**src/rtl/rv32i_memtop.sv**
```systemverilog
// RV32I memory stage: drives the data-memory bus for loads/stores and passes other results through.
// Optional: define MISALIGN_TRAP_EN to reject misaligned half/word accesses with a misalign pulse.
module rv32i_memtop #(
    parameter int unsigned TIMEOUT = 64
) (
    input  logic        clk,
    input  logic        reset,
    input  logic        valid_in,
    input  logic [31:0] pc_in,
    input  logic [31:0] iw_in,
    input  logic [31:0] alu_in,
    input  logic [31:0] rs2_data_in,
    output logic        dmem_req,
    output logic        dmem_we,
    output logic [31:0] dmem_addr,
    output logic [3:0]  dmem_be,
    output logic [31:0] dmem_wdata,
    input  logic        dmem_ack,
    input  logic [31:0] dmem_rdata,
    output logic        stall,
    output logic        valid_out,
    output logic [31:0] pc_out,
    output logic [31:0] iw_out,
    output logic [31:0] wb_data,
    output logic        bus_err,
    output logic        misalign
);

    localparam int unsigned CNT_W    = $clog2(TIMEOUT + 1);
    localparam logic [6:0]  OP_LOAD  = 7'b0000011;
    localparam logic [6:0]  OP_STORE = 7'b0100011;

    typedef enum logic {
        S_IDLE,
        S_ACCESS
    } state_t;

    state_t           state_q, state_d;
    logic [CNT_W-1:0] cnt_q, cnt_d;
    logic [2:0]       f3_q, f3_d;
    logic [1:0]       lane_q, lane_d;
    logic             req_q, req_d;
    logic             we_q, we_d;
    logic [31:0]      addr_q, addr_d;
    logic [3:0]       be_q, be_d;
    logic [31:0]      wdata_q, wdata_d;
    logic             valid_q, valid_d;
    logic [31:0]      pc_q, pc_d;
    logic [31:0]      iw_q, iw_d;
    logic [31:0]      wb_q, wb_d;
    logic             berr_q, berr_d;
    logic             mis_q, mis_d;

    logic [2:0]       f3_c;
    logic [1:0]       a_c;
    logic             is_mem_c;
    logic             f3_ok_c;
    logic             misalign_c;
    logic [3:0]       be_c;
    logic [31:0]      wdata_c;
    logic [1:0]       lane_c;
    logic [7:0]       byte_c;
    logic [15:0]      half_c;
    logic [31:0]      load_c;

    // Decode the incoming instruction into bus lanes and legality.
    always_comb begin : decode
        f3_c       = iw_in[14:12];
        a_c        = alu_in[1:0];
        is_mem_c   = (iw_in[6:0] == OP_LOAD) || (iw_in[6:0] == OP_STORE);
        f3_ok_c    = 1'b0;
        be_c       = 4'b1111;
        wdata_c    = rs2_data_in;
        lane_c     = 2'b00;
        misalign_c = 1'b0;
        case (f3_c)
            3'b000, 3'b001, 3'b010: f3_ok_c = is_mem_c;
            3'b100, 3'b101:         f3_ok_c = (iw_in[6:0] == OP_LOAD);
            default:                f3_ok_c = 1'b0;
        endcase
        case (f3_c[1:0])
            2'b00: begin
                be_c    = 4'b0001 << a_c;
                wdata_c = {4{rs2_data_in[7:0]}};
                lane_c  = a_c;
            end
            2'b01: begin
                be_c    = 4'b0011 << {a_c[1], 1'b0};
                wdata_c = {2{rs2_data_in[15:0]}};
                lane_c  = {a_c[1], 1'b0};
            end
            default: begin
                be_c    = 4'b1111;
                wdata_c = rs2_data_in;
                lane_c  = 2'b00;
            end
        endcase
`ifdef MISALIGN_TRAP_EN
        misalign_c = f3_ok_c && (((f3_c[1:0] == 2'b01) && a_c[0]) ||
                                 ((f3_c[1:0] == 2'b10) && (a_c != 2'b00)));
`else
        misalign_c = 1'b0;
`endif
    end

    // Align and extend returned load data using the lane captured at issue.
    always_comb begin : load_align
        byte_c = dmem_rdata[{lane_q, 3'b000} +: 8];
        half_c = dmem_rdata[{lane_q[1], 4'b0000} +: 16];
        case (f3_q)
            3'b000:  load_c = {{24{byte_c[7]}}, byte_c};
            3'b100:  load_c = {24'b0, byte_c};
            3'b001:  load_c = {{16{half_c[15]}}, half_c};
            3'b101:  load_c = {16'b0, half_c};
            default: load_c = dmem_rdata;
        endcase
    end

    always_comb begin : next_state
        state_d = state_q;
        cnt_d   = cnt_q;
        f3_d    = f3_q;
        lane_d  = lane_q;
        req_d   = req_q;
        we_d    = we_q;
        addr_d  = addr_q;
        be_d    = be_q;
        wdata_d = wdata_q;
        valid_d = 1'b0;
        pc_d    = pc_q;
        iw_d    = iw_q;
        wb_d    = wb_q;
        berr_d  = 1'b0;
        mis_d   = 1'b0;
        case (state_q)
            S_IDLE: begin
                if (valid_in) begin
                    pc_d = pc_in;
                    iw_d = iw_in;
                    if (is_mem_c && f3_ok_c && !misalign_c) begin
                        state_d = S_ACCESS;
                        cnt_d   = '0;
                        f3_d    = f3_c;
                        lane_d  = lane_c;
                        req_d   = 1'b1;
                        we_d    = (iw_in[6:0] == OP_STORE);
                        addr_d  = {alu_in[31:2], 2'b00};
                        be_d    = be_c;
                        wdata_d = wdata_c;
                    end else begin
                        // Pass-through, undefined func3 and trapped accesses finish in one cycle.
                        valid_d = 1'b1;
                        wb_d    = is_mem_c ? 32'h0 : alu_in;
                        mis_d   = misalign_c;
                    end
                end
            end
            S_ACCESS: begin
                if (dmem_ack) begin
                    state_d = S_IDLE;
                    req_d   = 1'b0;
                    we_d    = 1'b0;
                    valid_d = 1'b1;
                    wb_d    = we_q ? 32'h0 : load_c;
                end else if (cnt_q == CNT_W'(TIMEOUT - 1)) begin
                    state_d = S_IDLE;
                    req_d   = 1'b0;
                    we_d    = 1'b0;
                    valid_d = 1'b1;
                    berr_d  = 1'b1;
                    wb_d    = 32'h0;
                end else begin
                    cnt_d = cnt_q + CNT_W'(1);
                end
            end
            default: state_d = S_IDLE;
        endcase
    end

    always_ff @(posedge clk) begin
        if (reset) begin
            state_q <= S_IDLE;
            cnt_q   <= '0;
            f3_q    <= '0;
            lane_q  <= '0;
            req_q   <= 1'b0;
            we_q    <= 1'b0;
            addr_q  <= '0;
            be_q    <= '0;
            wdata_q <= '0;
            valid_q <= 1'b0;
            pc_q    <= '0;
            iw_q    <= '0;
            wb_q    <= '0;
            berr_q  <= 1'b0;
            mis_q   <= 1'b0;
        end else begin
            state_q <= state_d;
            cnt_q   <= cnt_d;
            f3_q    <= f3_d;
            lane_q  <= lane_d;
            req_q   <= req_d;
            we_q    <= we_d;
            addr_q  <= addr_d;
            be_q    <= be_d;
            wdata_q <= wdata_d;
            valid_q <= valid_d;
            pc_q    <= pc_d;
            iw_q    <= iw_d;
            wb_q    <= wb_d;
            berr_q  <= berr_d;
            mis_q   <= mis_d;
        end
    end

    assign stall      = (state_q == S_ACCESS);
    assign dmem_req   = req_q;
    assign dmem_we    = we_q;
    assign dmem_addr  = addr_q;
    assign dmem_be    = be_q;
    assign dmem_wdata = wdata_q;
    assign valid_out  = valid_q;
    assign pc_out     = pc_q;
    assign iw_out     = iw_q;
    assign wb_data    = wb_q;
    assign bus_err    = berr_q;
    assign misalign   = mis_q;

endmodule

```
**config.mk**
```make
export PLATFORM = sky130hd
export DESIGN_NAME = rv32i_memtop
export DESIGN_NICKNAME = d
export VERILOG_FILES = /design/src/rtl/rv32i_memtop.sv
export SDC_FILE = /design/constraint.sdc
export NUM_CORES = 1
export LEC_CHECK = 0
export BUFFER_PORTS_ARGS = -buffer_cell sky130_fd_sc_hd__buf_2
export CORE_MARGIN = 3
export CORE_UTILIZATION = 25
export CTS_BUF_LIST = sky130_fd_sc_hd__clkbuf_16
export DETAILED_ROUTE_END_ITERATION = 8
export PLACE_DENSITY = 0.59
export SLEW_MARGIN = 20
export SYNTH_ARGS = -nofsm -noshare
export SYNTH_HDL_FRONTEND = slang
export SYNTH_SLANG_ARGS = --single-unit
```
**constraint.sdc**
```tcl
create_clock -name clk -period 1.9 [get_ports clk]
set_input_delay 0.19 -clock clk [delete_from_list [all_inputs] [get_ports clk]]
set_output_delay 0.19 -clock clk [all_outputs]
set_load 0.01 [all_outputs]
```
# --- Word-level counts from Yosys, hierarchy flattened ---
# Cells that the tools add are included.
word_totals:
  word_cells: 85
  out_inout_bits: 170
  regBits: 179
classes:
  n_eq_ne: 17
  n_bitwise: 1
  shift: 4
  reduce_logical: 13
  add_sub_neg: 1
  muxes: 35
op_table:
  columns: ["operator", "count"]
  rows:
  - ["$mux 32", 6]
  - ["$pmux 32 s2", 2]
  - ["$pmux 32 s4", 1]
  - ["$shiftx 32x6->16", 1]
  - ["$shiftx 32x6->8", 1]
  - ["$mux 7", 4]
  - ["$eq 7x6->1 const B", 2]
  - ["$mux 1", 14]
  - ["$pmux 7 s2", 1]
  - ["$eq 3x3->1 const B", 4]
  - ["$ne 2x2->1 const B", 5]
  - ["$pmux 1 s2", 5]
  - ["$reduce_and 3->1", 3]
  - ["$pmux 4 s2", 1]
  - ["$add 7x1->7 const B", 1]
  - ["$eq 7x2->1 const B", 1]
  - ["$eq 3x1->1 const B", 2]
  - ["$logic_not 3->1", 2]
  - ["$reduce_or 3->1", 2]
  - ["$pmux 2 s2", 1]
  - ["$reduce_and 4->1", 1]
  - ["$shl 1x2->4 const A", 1]
  - ["$shl 2x2->4 const A", 1]
  - ["$eq 3x2->1 const B", 1]
  - ["8 further kinds", 8]

# --- Logic depth before layout (Yosys ltp) ---
logic_depth:
  depth_word: 7
  mapped_depth: 8

# --- Worst setup path after synthesis ---
# OpenSTA, ideal clock, no wires.
synth_timing:
  kind: "reg2reg"
  from: "register state_q, in the netlist stall"
  to: "register wb_q[7], in the netlist wb_data[7]"
  required_ns: 1.809
  stages_incl_launch_ff: 9
  setup_slack_ns: 0.096
  n_path_buf: 3
  synth_period_minus_slack_ns: 1.804
  t_arrival_ns: 1.713
  path_cell_list: "dfxtp_1 -> clkbuf_2 -> nand2_1 -> or2_2 -> clkbuf_1 -> buf_2 -> a211oi_1 -> o21ai_0 -> a311oi_1"
synth_via:
  elab_chain_cells: 3
  elab_cells_between_ends: 6
synth_rtl:
  columns: ["element", "line_no", "text"]
  rows:
  - ["start, declared", "38", "state_t state_q, state_d;"]
  - ["start signal, assigned", "198", "state_q <= state_d;"]
  - ["$not 1->1 (no line)", null, null]
  - ["$ne 2x2->1 (no line)", null, null]
  - ["$reduce_and 3->1 (no line)", null, null]
  - ["end signal, assigned", "210", "wb_q <= wb_d;"]
  - ["end, declared", "50", "logic [31:0] wb_q, wb_d;"]
# Parallel ways exist; a longest one is shown, timed or not.
# A chain may end at the register's enable or synchronous reset.

# --- Final worst setup path ---
layout_timing:
  from: "register f3_q[2]"
  to: "register wb_q[15], in the netlist wb_data[15]"
layout_via:
  elab_chain_cells: 5
  elab_cells_between_ends: 8
layout_rtl:
  columns: ["element", "line_no", "text"]
  rows:
  - ["start, declared", "40", "logic [2:0] f3_q, f3_d;"]
  - ["start signal, assigned", "184", "f3_q <= '0;"]
  - ["start signal, assigned", "200", "f3_q <= f3_d;"]
  - ["$eq 3x3->1, or another cell as far along", "110", "case (f3_q)"]
  - ["$pmux 32 s4 *", "110", null]
  - ["$mux 32 *", "164", "wb_d = we_q ? 32'h0 : load_c;"]
  - ["$mux 32 *", "159", "if (dmem_ack) begin"]
  - ["$pmux 32 s2 *", "135", "case (state_q)"]
# Mark *: on every way between the ends. The rest lies on a longest branch, timed or not.

==> results by group <==
Power and ir drop
  • Sw frac: 26.5%
  • Combinational share of power: 12.7%
  • VDD IR max: 478 uV
  • Clk pwr share: 42.7%
  • Net Switching: 2340 uW
  • Leakage: 0.00518 uW
  • Internal power: 6490 uW
  • Share of power burned in registers: 44.6%
  • Pwr/cell area: 774 nW/um^2

GRT
  • GRT overflow: 0
  • Overall Global Routing Usage: 16.9%
  • First-pass GRT wire length: 44300 um
  • Largest net degree at the start of global routing: 65
  • Number of global-route vias before repair: 8092
  • Initial antenna violation count: 2

Cells and area
  • Commonest non-fill, non-tap cell in the layout: buf_2
  • Layout fillers: 3067
  • Final net count: 1512
  • Reg area: 3590 um^2
  • Area Growth Syn to Fin: 50.8%
  • Commonest cells after routing, fill and taps aside: buf_2 (329), nand2_1 (268), dfxtp_1 (176)
  • Area of the multi-input gates: 3670 um^2
  • Layout cells sized above 1: 32.6%
  • Layout Cell Area excl Fill: 11400 um^2

Synthesis
  • FF+latch count, synth: 179
  • Mapped Cells: 952
  • Synth warn: 0
  • Dominant synthesized flop cell: dfxtp_1
  • Sequential area share after synthesis: 47.4%
  • Yosys cell types: 45
  • Synth top area cells: dfxtp_1 (47%), nand2_1 (13%), a21oi_1 (9.6%)
  • Synth Cell Area: 7560 um^2
  • Async S/R FF share, synth: 0%
  • Avg Inst Size Synth: 7.94 um^2
  • Post-synth EDFFs: 0
  • Top-area cell type share of the netlist area: 47.4%
  • Biggest area consumer among synthesized cells: dfxtp_1

Floorplanning
  • Rows: 63
  • Die Area: 32400 um^2
  • IO Pins: 334
  • DIE WIDTH: 180 um
  • Initial Utilization: 25.4%
  • Die Y: 180 um
  • Core area: 29700 um^2

Route
  • Antenna Nets Post-Route: 0
  • Routed WL: 29500 um
  • Routed WL per cell: 16.8 um
  • DRT iter0 DRCs: 497
  • DR vias: 8299
  • Vias per cell: 4.74
  • Router iterations before antenna repair: 4
  • DRC Markers: 0

STA
  • PnR worst setup slack: 87.5 ps
  • Final worst-path cycle share: 95.4%
  • Fin Clk Skew: 7.70 ps
  • Pins Over Slew Limit: 0
  • Fin crit period: 1810 ps
  • RSZ-0062 raised after global routing: no
  • Setup violators final: 0
  • Setup TNS: 0 ps
  • Slew headroom: 54.9%
  • Measured slew at the worst slew-check pin: 677 ps
  • FMAX: 552 MHz
  • Final Hold Viols: 0

CTS
  • H-tree Lvls: 4
  • CTS tree: done
  • Clk buf depth: 2
  • Root buf cell: clkbuf_16
  • Total CTS buffers: 17
  • Clock Sink Count: 179
  • Worst skew pair latency: 430 ps
  • Clk slew on worst S/H paths: 80 ps

Placement
  • DP HPWL: 19700 um
  • Gpl congestion: 0.801
  • Setup WS pre-CTS: 78.3 ps
  • Buffers on Ports: 330
  • Placed inst area: 9800 um^2

Critical path
  • Kind of critical path: reg2reg
  • CP Capture Type: register
  • Setup crit start kind: register
  • Arr. time, crit path: 2160 ps
  • WP data required: 2250 ps
  • CP Max Fanout: 17

Hold path
  • Hold Crit Class: in2reg

Outcome
  • Status: complete, no violations

Job
  • Max-cap violations: 0
[cells in the mapped netlist, types with 9 or more instances]
cell type / n
a221oi_1: 14
clkbuf_1: 64
a211oi_1: 9
o21ai_0: 19
nand2_1: 268
nor3_1: 35
mux2i_1: 28
nor2_1: 60
o311a_1: 16
a21oi_1: 145
mux2_2: 14
dfxtp_1: 179
inv_1: 11
o211ai_1: 9
a311oi_1: 12
buf_2: 11
[layer usage]
| layer | GRT usage [%] | routed length, um | up-vias | part of all wire, % |
|---|---|---|---|---|
| met4 | 5.29 | 529 | 2 | 1.8 |
| met2 | 28.3 | 14000 | 297 | 48 |
| met3 | 4.63 | 2070 | 30 | 7.0 |
| met5 | 0 | 13 | - | 0.044 |
| li1 | - | - | 4057 | - |
| met1 | 21.4 | 12800 | 3913 | 43 |
[cell families after synthesis]
family,count (synthesis),synth area share [%]
flip-flops,179,47.4
XOR/XNOR,4,0.463
AO/OA/AOI/OAI,241,20.1
other,1,0.0496
buffers and inverters,97,5.26
adder cells (fa/ha/maj),1,0.165
AND/OR/NAND/NOR,387,20.7
multiplexers,42,5.79
[layout make-up]
| class | count | share of cell area [%] |
|---|---|---|
| clock buffer | 17 | 3.73 |
| tap | 390 | 4.28 |
| sequential | 179 | 31.5 |
| inverter | 11 | 0.362 |
| antenna | 1 | 0.0219 |
| clock inverter | 15 | 1.59 |
| timing repair buffer | 459 | 26.4 |
| multi-input combinational | 679 | 32.2 |
[what timing repair did]
action                     4_1_cts  5_1_grt
hold endpoints to repair        82        0
setup endpoints to repair        0       56
hold buffers                    82        0
resized for setup                0       14
setup buffers                    0        6
[power by group through the flow]
stage	registers [uW]	logic, uW	clock network [uW]
2_1_floorplan	4090	402	0
3_3_place_gp	4030	956	0
3_5_place_dp	4030	965	0
4_1_cts	3940	1100	3870
5_1_grt	3960	1230	4040
6_report	3940	1120	3770
[sequential cells by signal, summed over array words and instances (netlist names), 2 cells and up]
signal and flops:
dmem_wdata 32, f3_q 3, pc_out 32, lane_q 2, cnt_q 7, dmem_be 4
wb_data 32, iw_out 32, dmem_addr 30
[per-stage QoR]
step	instances	hold WS, ps	power [uW]	utilization (%)
5_1_grt	1751	0.767	9230	38.4
3_5_place_dp	1627	437	5000	33.0
3_3_place_gp	1627	429	4980	33.0
4_1_cts	1741	0.0839	8910	37.8
6_report	1751	25.0	8830	38.4
2_1_floorplan	954	326	4490	-
[worst max-delay path, stage by stage, from the launching register on]
cell and delay (ps):
dfxtp_1 340, or3b_4 410, o22ai_4 210, a211oi_4 70, buf_12 180, a211o_1 270
a311oi_2 250
[path summary, 6_finish.rpt]
kind	startpoint	end	slack [ps]	depth (start not counted)
worst max-delay path	f3_q[2]	wb_data[15]	90	6
worst min-delay path	pc_in[4]	pc_out[4]	20	3
worst max register to register	f3_q[2]	wb_data[15]	90	6
worst min register to register	dmem_wdata[6]	dmem_wdata[6]	450	2
Note: power is estimated with default switching activity, not from simulation.
